[config.mk]
export PLATFORM = sky130hd
export DESIGN_NAME = ula_controle
export DESIGN_NICKNAME = d
export VERILOG_FILES = /design/src/rtl/ula_controle.sv
export SDC_FILE = /design/constraint.sdc
export NUM_CORES = 1
export LEC_CHECK = 0
export ABC_AREA = 1
export BUFFER_PORTS_ARGS = -buffer_cell sky130_fd_sc_hd__buf_2
export CORE_ASPECT_RATIO = 0.6
export CORE_UTILIZATION = 60
export DETAILED_ROUTE_END_ITERATION = 8
export GPL_TIMING_DRIVEN = 0
export HOLD_SLACK_MARGIN = 0.08
export MAX_ROUTING_LAYER = met4
export PLACE_DENSITY = 0.94
export RECOVER_POWER = 100
export SLEW_MARGIN = 20
export SYNTH_ARGS = -nofsm -noshare
export SYNTH_HDL_FRONTEND = slang
export SYNTH_SLANG_ARGS = --single-unit
[constraint.sdc]
create_clock -name clk -period 2.8 [get_ports clk]
set_input_delay 0.42 -clock clk [delete_from_list [all_inputs] [get_ports clk]]
set_output_delay 0.42 -clock clk [all_outputs]
set_load 0.01 [all_outputs]
[src/rtl/ula_controle.sv]
// ula_controle: FIFO-buffered command sequencer for a 2-bit ULA with division-by-zero trap
//   clk, rst                     clock, asynchronous active-high reset
//   in_valid/in_ready            request handshake; in_sel/in_a/in_b carry the request
//   ula_sel/ula_a/ula_b          registered operands driven to the ULA
//   ula_saida                    registered ULA result, trusted only in ESPERA
//   out_valid/out_ready          result handshake
//   out_saida/out_sel/out_erro   result, opcode tag, division-by-zero flag
//   nivel                        FIFO occupancy, 0..PROFUNDIDADE
module ula_controle #(
    parameter int PROFUNDIDADE = 4
) (
    input  logic                            clk,
    input  logic                            rst,
    input  logic                            in_valid,
    output logic                            in_ready,
    input  logic [3:0]                      in_sel,
    input  logic [1:0]                      in_a,
    input  logic                            in_b,
    output logic [3:0]                      ula_sel,
    output logic [1:0]                      ula_a,
    output logic                            ula_b,
    input  logic [2:0]                      ula_saida,
    output logic                            out_valid,
    input  logic                            out_ready,
    output logic [2:0]                      out_saida,
    output logic [3:0]                      out_sel,
    output logic                            out_erro,
    output logic [$clog2(PROFUNDIDADE):0]   nivel
);
    localparam int AW = $clog2(PROFUNDIDADE);
    localparam logic [AW:0] CHEIO = (AW+1)'(PROFUNDIDADE);
    localparam logic [1:0] OCIOSO    = 2'd0;
    localparam logic [1:0] EMITE     = 2'd1;
    localparam logic [1:0] ESPERA    = 2'd2;
    localparam logic [1:0] RESULTADO = 2'd3;
    logic [6:0]    mem_q [PROFUNDIDADE];
    logic [1:0]    state_q, state_d;
    logic [AW-1:0] wr_q, wr_d, rd_q, rd_d;
    logic [AW:0]   nivel_q, nivel_d;
    logic [6:0]    tag_q, tag_d, ula_q, ula_d;
    logic          out_valid_q, out_valid_d, out_erro_q, out_erro_d;
    logic [2:0]    out_saida_q, out_saida_d;
    logic [3:0]    out_sel_q, out_sel_d;
    logic          push, pop, trap;
    assign in_ready  = nivel_q != CHEIO;
    assign nivel     = nivel_q;
    assign ula_sel   = ula_q[6:3];
    assign ula_a     = ula_q[2:1];
    assign ula_b     = ula_q[0];
    assign out_valid = out_valid_q;
    assign out_saida = out_saida_q;
    assign out_sel   = out_sel_q;
    assign out_erro  = out_erro_q;
    always_comb begin
        push        = in_valid && in_ready;
        pop         = (state_q == OCIOSO) && (nivel_q != '0);
        // tag layout is {sel, a, b}: opcode 0011 is division, b is the divisor
        trap        = (tag_q[6:3] == 4'b0011) && !tag_q[0];
        wr_d        = push ? wr_q + AW'(1) : wr_q;
        rd_d        = pop ? rd_q + AW'(1) : rd_q;
        nivel_d     = nivel_q + (AW+1)'(push) - (AW+1)'(pop);
        ula_d       = pop ? mem_q[rd_q] : ula_q;
        tag_d       = pop ? mem_q[rd_q] : tag_q;
        state_d     = (state_q == OCIOSO) ? (pop ? EMITE : OCIOSO) :
                      (state_q == EMITE)  ? ESPERA :
                      (state_q == ESPERA) ? RESULTADO :
                      (out_ready ? OCIOSO : RESULTADO);
        out_valid_d = (state_q == ESPERA) ? 1'b1 :
                      ((state_q == RESULTADO) && out_ready) ? 1'b0 : out_valid_q;
        out_saida_d = (state_q == ESPERA) ? (trap ? 3'b111 : ula_saida) : out_saida_q;
        out_sel_d   = (state_q == ESPERA) ? tag_q[6:3] : out_sel_q;
        out_erro_d  = (state_q == ESPERA) ? trap : out_erro_q;
    end
    // storage carries no reset; occupancy and pointers define what is valid
    always_ff @(posedge clk) begin
        if (push) mem_q[wr_q] <= {in_sel, in_a, in_b};
    end
    always_ff @(posedge clk or posedge rst) begin
        if (rst) begin
            state_q     <= OCIOSO;
            wr_q        <= '0;
            rd_q        <= '0;
            nivel_q     <= '0;
            tag_q       <= '0;
            ula_q       <= '0;
            out_valid_q <= 1'b0;
            out_saida_q <= '0;
            out_sel_q   <= '0;
            out_erro_q  <= 1'b0;
        end else begin
            state_q     <= state_d;
            wr_q        <= wr_d;
            rd_q        <= rd_d;
            nivel_q     <= nivel_d;
            tag_q       <= tag_d;
            ula_q       <= ula_d;
            out_valid_q <= out_valid_d;
            out_saida_q <= out_saida_d;
            out_sel_q   <= out_sel_d;
            out_erro_q  <= out_erro_d;
        end
    end
endmodule

==> results of run 1 <==
[synth_stat cells, drive strengths merged]
| library cell | number | area [um2] |
|---|---|---|
| nand2 | 75 | 287 |
| buf | 6 | 53.8 |
| fa | 1 | 20.0 |
| edfxtp | 28 | 841 |
| nor2 | 15 | 71.3 |
| dfrtp | 25 | 626 |
| o22ai | 1 | 6.26 |
| inv | 48 | 183 |
| ha | 6 | 75.1 |
| a21oi | 3 | 18.8 |
| xnor2 | 3 | 26.3 |
| o21ai | 5 | 40.0 |
| xor2 | 2 | 17.5 |
| nand3 | 16 | 80.1 |
[area by class of cell]
type | instances | area, um2
well taps | 47 | 58.8
flip-flops and latches | 53 | 1470
multi-input cells | 127 | 622
clock buffers | 6 | 82.6
clock inverters | 2 | 8.76
plain buffers | 6 | 42.5
repair buffers | 33 | 131
inverters | 48 | 183
fillers | 279 | 1110
[critical path, cell delays in order, from the launching register on]
cell and delay [ns]:
dfrtp_1 0.44, nor2_1 0.14, nand2_1 0.08, nand2_1 0.12, inv_1 0.16, ha_1 0.31
inv_1 0.05, ha_1 0.14, inv_1 0.06, fa_1 0.41, xnor2_1 0.14
[metal layers]
| metal | up-vias | GRT usage [%] | share of wire, % |
|---|---|---|---|
| met4 | 0 | 7.76 | 1.4 |
| met3 | 8 | 7.09 | 7.9 |
| met2 | 65 | 32.2 | 44 |
| li1 | 794 | - | - |
| met1 | 707 | 32.6 | 47 |
| met5 | - | - | 0 |
[report_power, final]
part,internal [mW],switching (mW)
Combinational,0.397,0.730
Sequential,1.09,0.143
Clock,0.196,0.237
Total,1.68,1.11
[flip-flops by register name (all words and copies together), names as in the netlist]
name,flops
mem_q,28
ula_q,7
out_sel,4
nivel,3
out_saida,3
rd_q,2
state_q,2
wr_q,2
out_erro,1
out_valid,1
[cells by family after synthesis]
kind of cell | Yosys count
AND/OR/NAND/NOR | 106
buffers and inverters | 54
XOR/XNOR | 5
AO/OA/AOI/OAI | 9
adder cells (fa/ha/maj) | 7
flip-flops | 53
[final timing paths]
kind,start,endpoint,slack [ns],depth (start not counted)
max reg2reg,nivel[1]$_DFF_PP0_,nivel[2]$_DFF_PP0_,0.64,10
max,nivel[1]$_DFF_PP0_,nivel[2]$_DFF_PP0_,0.64,10
max in group asynchronous,rst,ula_q[5]$_DFFE_PP0P_,1.96,2
min in group clk,in_sel[3],mem_q[2][6]$_DFFE_PP_,0.36,1
min reg2reg,ula_q[1]$_DFFE_PP0P_,ula_q[1]$_DFFE_PP0P_,0.49,2
min,rst,out_saida[2]$_DFFE_PP0P_,0.30,2
[through the flow]
step | power [mW] | setup WS, ns | cells | util (%) | area [um2]
2_1_floorplan | 2.10 | 0.850 | 234 | - | 2340
4_1_cts | 2.89 | 0.742 | 322 | 71.9 | 2660
5_1_grt | 3.04 | 0.436 | 322 | 70.1 | 2590
3_3_place_gp | 2.39 | 0.817 | 314 | 69.4 | 2570
3_5_place_dp | 2.47 | 0.765 | 314 | 69.4 | 2570
6_report | 2.79 | 0.645 | 322 | 70.1 | 2590
==> Implementation_results.wiki, run 1 <==
{| class="wikitable"
! Metric !! Value
|-
| Outcome || finished, final reports clean
|-
| CP startpoint kind || flop
|-
| Pwr dens || between 1000 and 1500 nW/um2
|-
| Share of layout cells above drive strength 1 || 8.00%
|-
| Core Region || around 3700 um2
|-
| Post-layout net count || roughly 300
|-
| Total Routing Usage GR || 23.2%
|-
| Net Count, Synth || about 260
|-
| Average size of a mapped cell || 10.0 um2
|-
| Standard-cell row count || 17
|-
| CTS tree || done
|-
| Normalized max-slew margin || about 40%
|-
| Detailed-route DRC error count || 0
|-
| Count of endpoints failing setup in the final report || 0
|-
| Final worst clock skew || about 0.0065 ns
|-
| Post-CTS sizing || 0
|-
| Proportion of synthesized area in mux cells || 0%
|-
| Number of max-slew violations in the final report || 0
|-
| Count of H-tree levels built during CTS || 2
|-
| Port Buf Inserts || 33
|-
| Starting Density || a little under two thirds
|-
| Total clock buffers created by CTS || 5
|-
| Max capacitance violation total || 0
|-
| Floorplan die width || 82.7 um
|-
| Crit-path max FO || 8
|-
| Unrepaired setup endpoints after global routing || no
|-
| Final Hold Viols || 0
|-
| Quantity of hold-fixing buffers added after cts || 0
|-
| Area of the die || roughly 4200 um2
|-
| Count of pins on the block boundary || 34
|-
| Avg WL per Cell || approximately 13 um
|-
| Area Growth Syn to Fin || 10.7%
|-
| Sum Neg Setup Slack || 0 ns
|-
| Number of standard cells after synthesis || roughly 230
|-
| Total global routing overflow || 0
|-
| Detailed-placement wirelength estimate || between 3 and 4 mm
|-
| Number of vias in the routed layout || around 1,600
|-
| F_max || approximately 0.46 GHz
|-
| Clk sinks || between 50 and 60
|-
| First-iteration detailed-routing DRC count || roughly 120
|-
| # diodes || 0
|-
| Maximum number of pins on one net before global-route repair || 26
|-
| Via count of the first global-routing pass || 1,370
|-
| Fraction of the mapped netlist area in compound gates || 2.77%
|-
| Crit end category || flop
|-
| Largest family of logic cells by synthesized area || simple AND/OR/NAND/NOR gates
|-
| Chip Height || approximately 50 um
|-
| Data arrival time at the worst-slack endpoint || approximately 2.4 ns
|-
| First-pass detailed-route iteration total || 4
|-
| First-pass GRT wire length || 6.50 mm
|-
| Fraction of the yosys area taken by sequential cells || a little over three fifths
|-
| DR vias/cell || a little under 5
|-
| Xor and xnor fraction of the mapped netlist area || under 10%
|-
| Register bit total from synthesis || 53
|-
| Clock Pin Slew Worst Setup and Hold Paths || ~0.090 ns
|-
| Post-Synth Simple-Gate Area || roughly a fifth
|-
| Class of the tightest hold or removal check || in -> async
|-
| Worst setup path category || reg -> reg
|-
| Library cells used by synthesis || 22
|-
| Most common cell after layout, fill and taps aside || nand2_1
|-
| Antenna violations before repair || 0
|-
| Setup bufs post-CTS || 0
|-
| Period minus WS final || around 2.2 ns
|-
| Post-Synthesis Cell Area || roughly 2300 um2
|-
| Maximum root-to-sink buffer count || 2
|-
| Final worst path period share || 77.0%
|-
| Detailed Route WL || 4.10 mm
|-
| Required time of the critical path || about 3.0 ns
|-
| Actual transition at the worst max-transition pin || about 0.9 ns
|-
| Worst VDD drop || between 600 and 700 uV
|-
| Final ANT Viol Nets || 0
|-
| Post-synthesis adder-cell area fraction || just over 4%
|-
| Yosys synthesis warning count || 0
|-
| Worst hold slack across all endpoints || 0.295 ns
|-
| Clock network latency to the later pin of the worst-skew pair || ~0.30 ns
|-
| Final estimated routing congestion in global placement || 0.807
|-
| Cell leakage power || 1.26 nW
|-
| Library cell used as clock root buffer || clkbuf_8
|-
| Most frequent cells in the layout || 75 x nand2_1, 46 x inv_1, 29 x clkbuf_1
|}
Note: power is estimated with default switching activity, not from simulation.
==> run 2: changes to the inputs <==
CORE_UTILIZATION = 56   (was 60)
PLACE_DENSITY = 0.89   (was 0.94)
clock period = 2.1 ns   (was 2.8 ns; I/O delays follow)
==> run 2 against run 1 <==
Final cell count rose by 0.93%; combinational power rose by 42%; non-clock buffer count grew 3; clock skew up 0.0043 ns; clock power rose by 29%; sequential power is 34% higher; via count up 2.7%; utilization fell by 1.2 points; final area is 1.7% higher; worst hold slack worse by 0.22 ns; critical path depth unchanged; power rose by 36%; largest power group unchanged; highest routed layer unchanged.
==> Implementation_results.wiki, run 2 (synthesized netlist as in run 1, its figures left out) <==
{| class="wikitable"
! Metric !! Value
|-
| Starting Density || 61.2% (-2.1 points)
|-
| Period minus WS final || 2.00 ns (-0.160 ns)
|-
| Count of endpoints failing setup in the final report || 0 (unchanged)
|-
| Number of max-slew violations in the final report || 0 (unchanged)
|-
| Detailed-route DRC error count || 0 (unchanged)
|-
| # diodes || 0 (unchanged)
|-
| Number of filler instances in the final layout || 298 (+6.8%)
|-
| Area of the die || 4460 um2 (+6.9%)
|-
| Most frequent cells in the layout || 73 x nand2_1, 43 x inv_1, 28 x edfxtp_1
|-
| Chip Height || 52.1 um (+3.4%)
|-
| Register with the most flip-flops || mem_q
|-
| Multi-input logic area || 628 um2 (+1.0%)
|-
| Crit-path max FO || 8 (unchanged)
|-
| Final ANT Viol Nets || 0 (unchanged)
|-
| Clock network latency to the later pin of the worst-skew pair || 0.30 ns (about the same)
|-
| Setup slack, reg-to-reg || 0.10 ns (-0.54 ns)
|-
| Port Buf Inserts || 33 (unchanged)
|-
| Total clock buffers created by CTS || 5 (unchanged)
|-
| Area occupied by registers || 1470 um2 (about the same)
|-
| Final Hold Viols || 0 (unchanged)
|-
| Detailed Route WL || 4.24 mm (+3.5%)
|-
| First-pass GRT wire length || 6.67 mm (+2.6%)
|-
| Maximum root-to-sink buffer count || 2 (unchanged)
|-
| Floorplan die width || 85.5 um (+3.4%)
|-
| First-iteration detailed-routing DRC count || 104 (-10%)
|-
| Share of layout cells above drive strength 1 || 16.2% (+8.2 points)
|-
| Worst setup path category || reg -> reg
|-
| Flip-flop count of the largest register after layout || 28 (unchanged)
|-
| Pwr dens || 1440 nW/um2 (+34%)
|-
| End of the worst register-to-register path || nivel[1]$_DFF_PP0_
|-
| Final worst clock skew || 0.0108 ns (+0.00431 ns)
|-
| Count of pins on the block boundary || 34 (unchanged)
|-
| Outcome || finished, final reports clean
|-
| Via count of the first global-routing pass || 1,437 (+4.9%)
|-
| Worst Setup Slack, final || 0.105 ns (-0.540 ns)
|-
| Max capacitance violation total || 0 (unchanged)
|-
| Sum Neg Setup Slack || 0 ns (unchanged)
|-
| Worst VDD drop || 846 uV (+34%)
|-
| Most common cell after layout, fill and taps aside || nand2_1
|-
| Avg WL per Cell || 13.0 um (+2.5%)
|-
| Setup WS pre-CTS || 0.0565 ns (-0.709 ns)
|-
| DR vias/cell || 4.98 (+1.8%)
|-
| Actual transition at the worst max-transition pin || 0.879 ns (-0.0148 ns)
|-
| Area Growth Syn to Fin || 12.5%
|-
| Maximum number of pins on one net before global-route repair || 26 (unchanged)
|-
| Post-layout net count || 298 (+1.0%)
|-
| Crit end category || flop
|-
| Post-Route Utilization || 68.9% (-1.2 points)
|-
| Class of the tightest hold or removal check || in -> async
|-
| Clock Pin Slew Worst Setup and Hold Paths || 0.09 ns (about the same)
|-
| Standard-cell row count || 17 (unchanged)
|-
| Final estimated routing congestion in global placement || 0.752 (-6.8%)
|-
| Library cell used as clock root buffer || clkbuf_8
|-
| CTS tree || done
|-
| Count of H-tree levels built during CTS || 2 (unchanged)
|-
| Quantity of hold-fixing buffers added after cts || 0 (unchanged)
|-
| Detailed-placement wirelength estimate || 3.09 mm (+1.8%)
|-
| Cell leakage power || 1.30 nW (+3.4%)
|-
| Clk sinks || 53 (unchanged)
|-
| Capture point of the worst path || nivel[1]$_DFF_PP0_
|-
| Total chip power || 3.81 mW (+36%)
|-
| F_max || 0.501 GHz (+8.0%)
|-
| Data arrival time at the worst-slack endpoint || 2.19 ns (-0.16 ns)
|-
| CP startpoint kind || flop
|-
| Final worst path period share || 95.0% (+18 points)
|-
| Startpoint of the most critical setup path || nivel[0]$_DFF_PP0_
|-
| Total global routing overflow || 0 (unchanged)
|-
| First-pass detailed-route iteration total || 4 (unchanged)
|-
| Number of vias in the routed layout || 1,617 (+2.7%)
|-
| Total Routing Usage GR || 21.5% (-1.7 points)
|-
| Length in cells of the worst reg-to-reg path || 10 (unchanged)
|-
| Core Region || 3830 um2 (+3.4%)
|-
| Required time of the critical path || 2.30 ns (-0.69 ns)
|-
| Reg-to-reg startpoint || nivel[0]$_DFF_PP0_
|-
| Normalized max-slew margin || 41.1% (+0.69 points)
|-
| Antenna violations before repair || 0 (unchanged)
|}
==> run 2: cell count changes in the layout (fill, tap and decap cells not counted), moves of 2 or more <==
cell,delta
nand2_2,+2
buf_2,+13
inv_1,-3
nand2_1,-2
buf_4,+3
clkbuf_1,-13
==> run 2: area by class of cell <==
class	count	share of cell area, %
plain buffers	6	1.61
repair buffers	36	6.45
flip-flops and latches	53	55.6
inverters	48	7.02
well taps	47	2.23
clock buffers	6	2.89
multi-input cells	127	23.8
clock inverters	2	0.379
==> run 2: worst min-delay path by stage <==
stage	startpoint	endpoint	slack (ns)	depth (start not counted)
after floorplan	rst	nivel[0]$_DFF_PP0_	0.34	1
after global placement	out_sel[2]$_DFFE_PP0P_	out_sel[2]$_DFFE_PP0P_	0.45	2
after detailed placement	out_sel[2]$_DFFE_PP0P_	out_sel[2]$_DFFE_PP0P_	0.47	2
after CTS	in_sel[1]	mem_q[2][4]$_DFFE_PP_	0.22	1
after global routing	rst	out_sel[2]$_DFFE_PP0P_	0.14	2
final	rst	out_sel[2]$_DFFE_PP0P_	0.07	2
==> run 2: repair_timing <==
action | in CTS | in global routing
hold endpoints to repair | 0 | 0
endpoints found under the setup margin | 0 | 2
gates resized for setup | 0 | 5
buffers inserted | 0 | 3
==> run 2: critical path: stages (launching register included) <==
cell and delay (ns):
dfrtp_1 0.42, nor2_2 0.13, nand2_1 0.09, nand2_2 0.12, inv_4 0.07, ha_1 0.27
inv_1 0.05, ha_1 0.12, inv_1 0.05, fa_2 0.53, inv_1 0.05
==> run 2: routing by layer <==
metal | part of all wire (%) | wire length [um] | track usage (%)
met5 | 0 | 0 | -
met4 | 1.7 | 70 | 8.61
met3 | 5.3 | 224 | 5.40
met2 | 44 | 1870 | 31.7
met1 | 49 | 2080 | 29.0
==> run 2: power breakdown <==
group | internal [mW] | leakage (nW) | switching (mW)
registers | 1.46 | 0.557 | 0.190
logic | 0.605 | 0.698 | 0.999
clock network | 0.245 | 0.0484 | 0.313
total | 2.31 | 1.30 | 1.50
==> run 2: per-stage QoR <==
step	hold WS [ns]	instance area [um2]	std cells
floorplan	0.342	2340	234
global placement	0.455	2570	314
detailed placement	0.469	2570	314
CTS	0.218	2660	322
global route	0.137	2640	325
finish	0.0730	2640	325
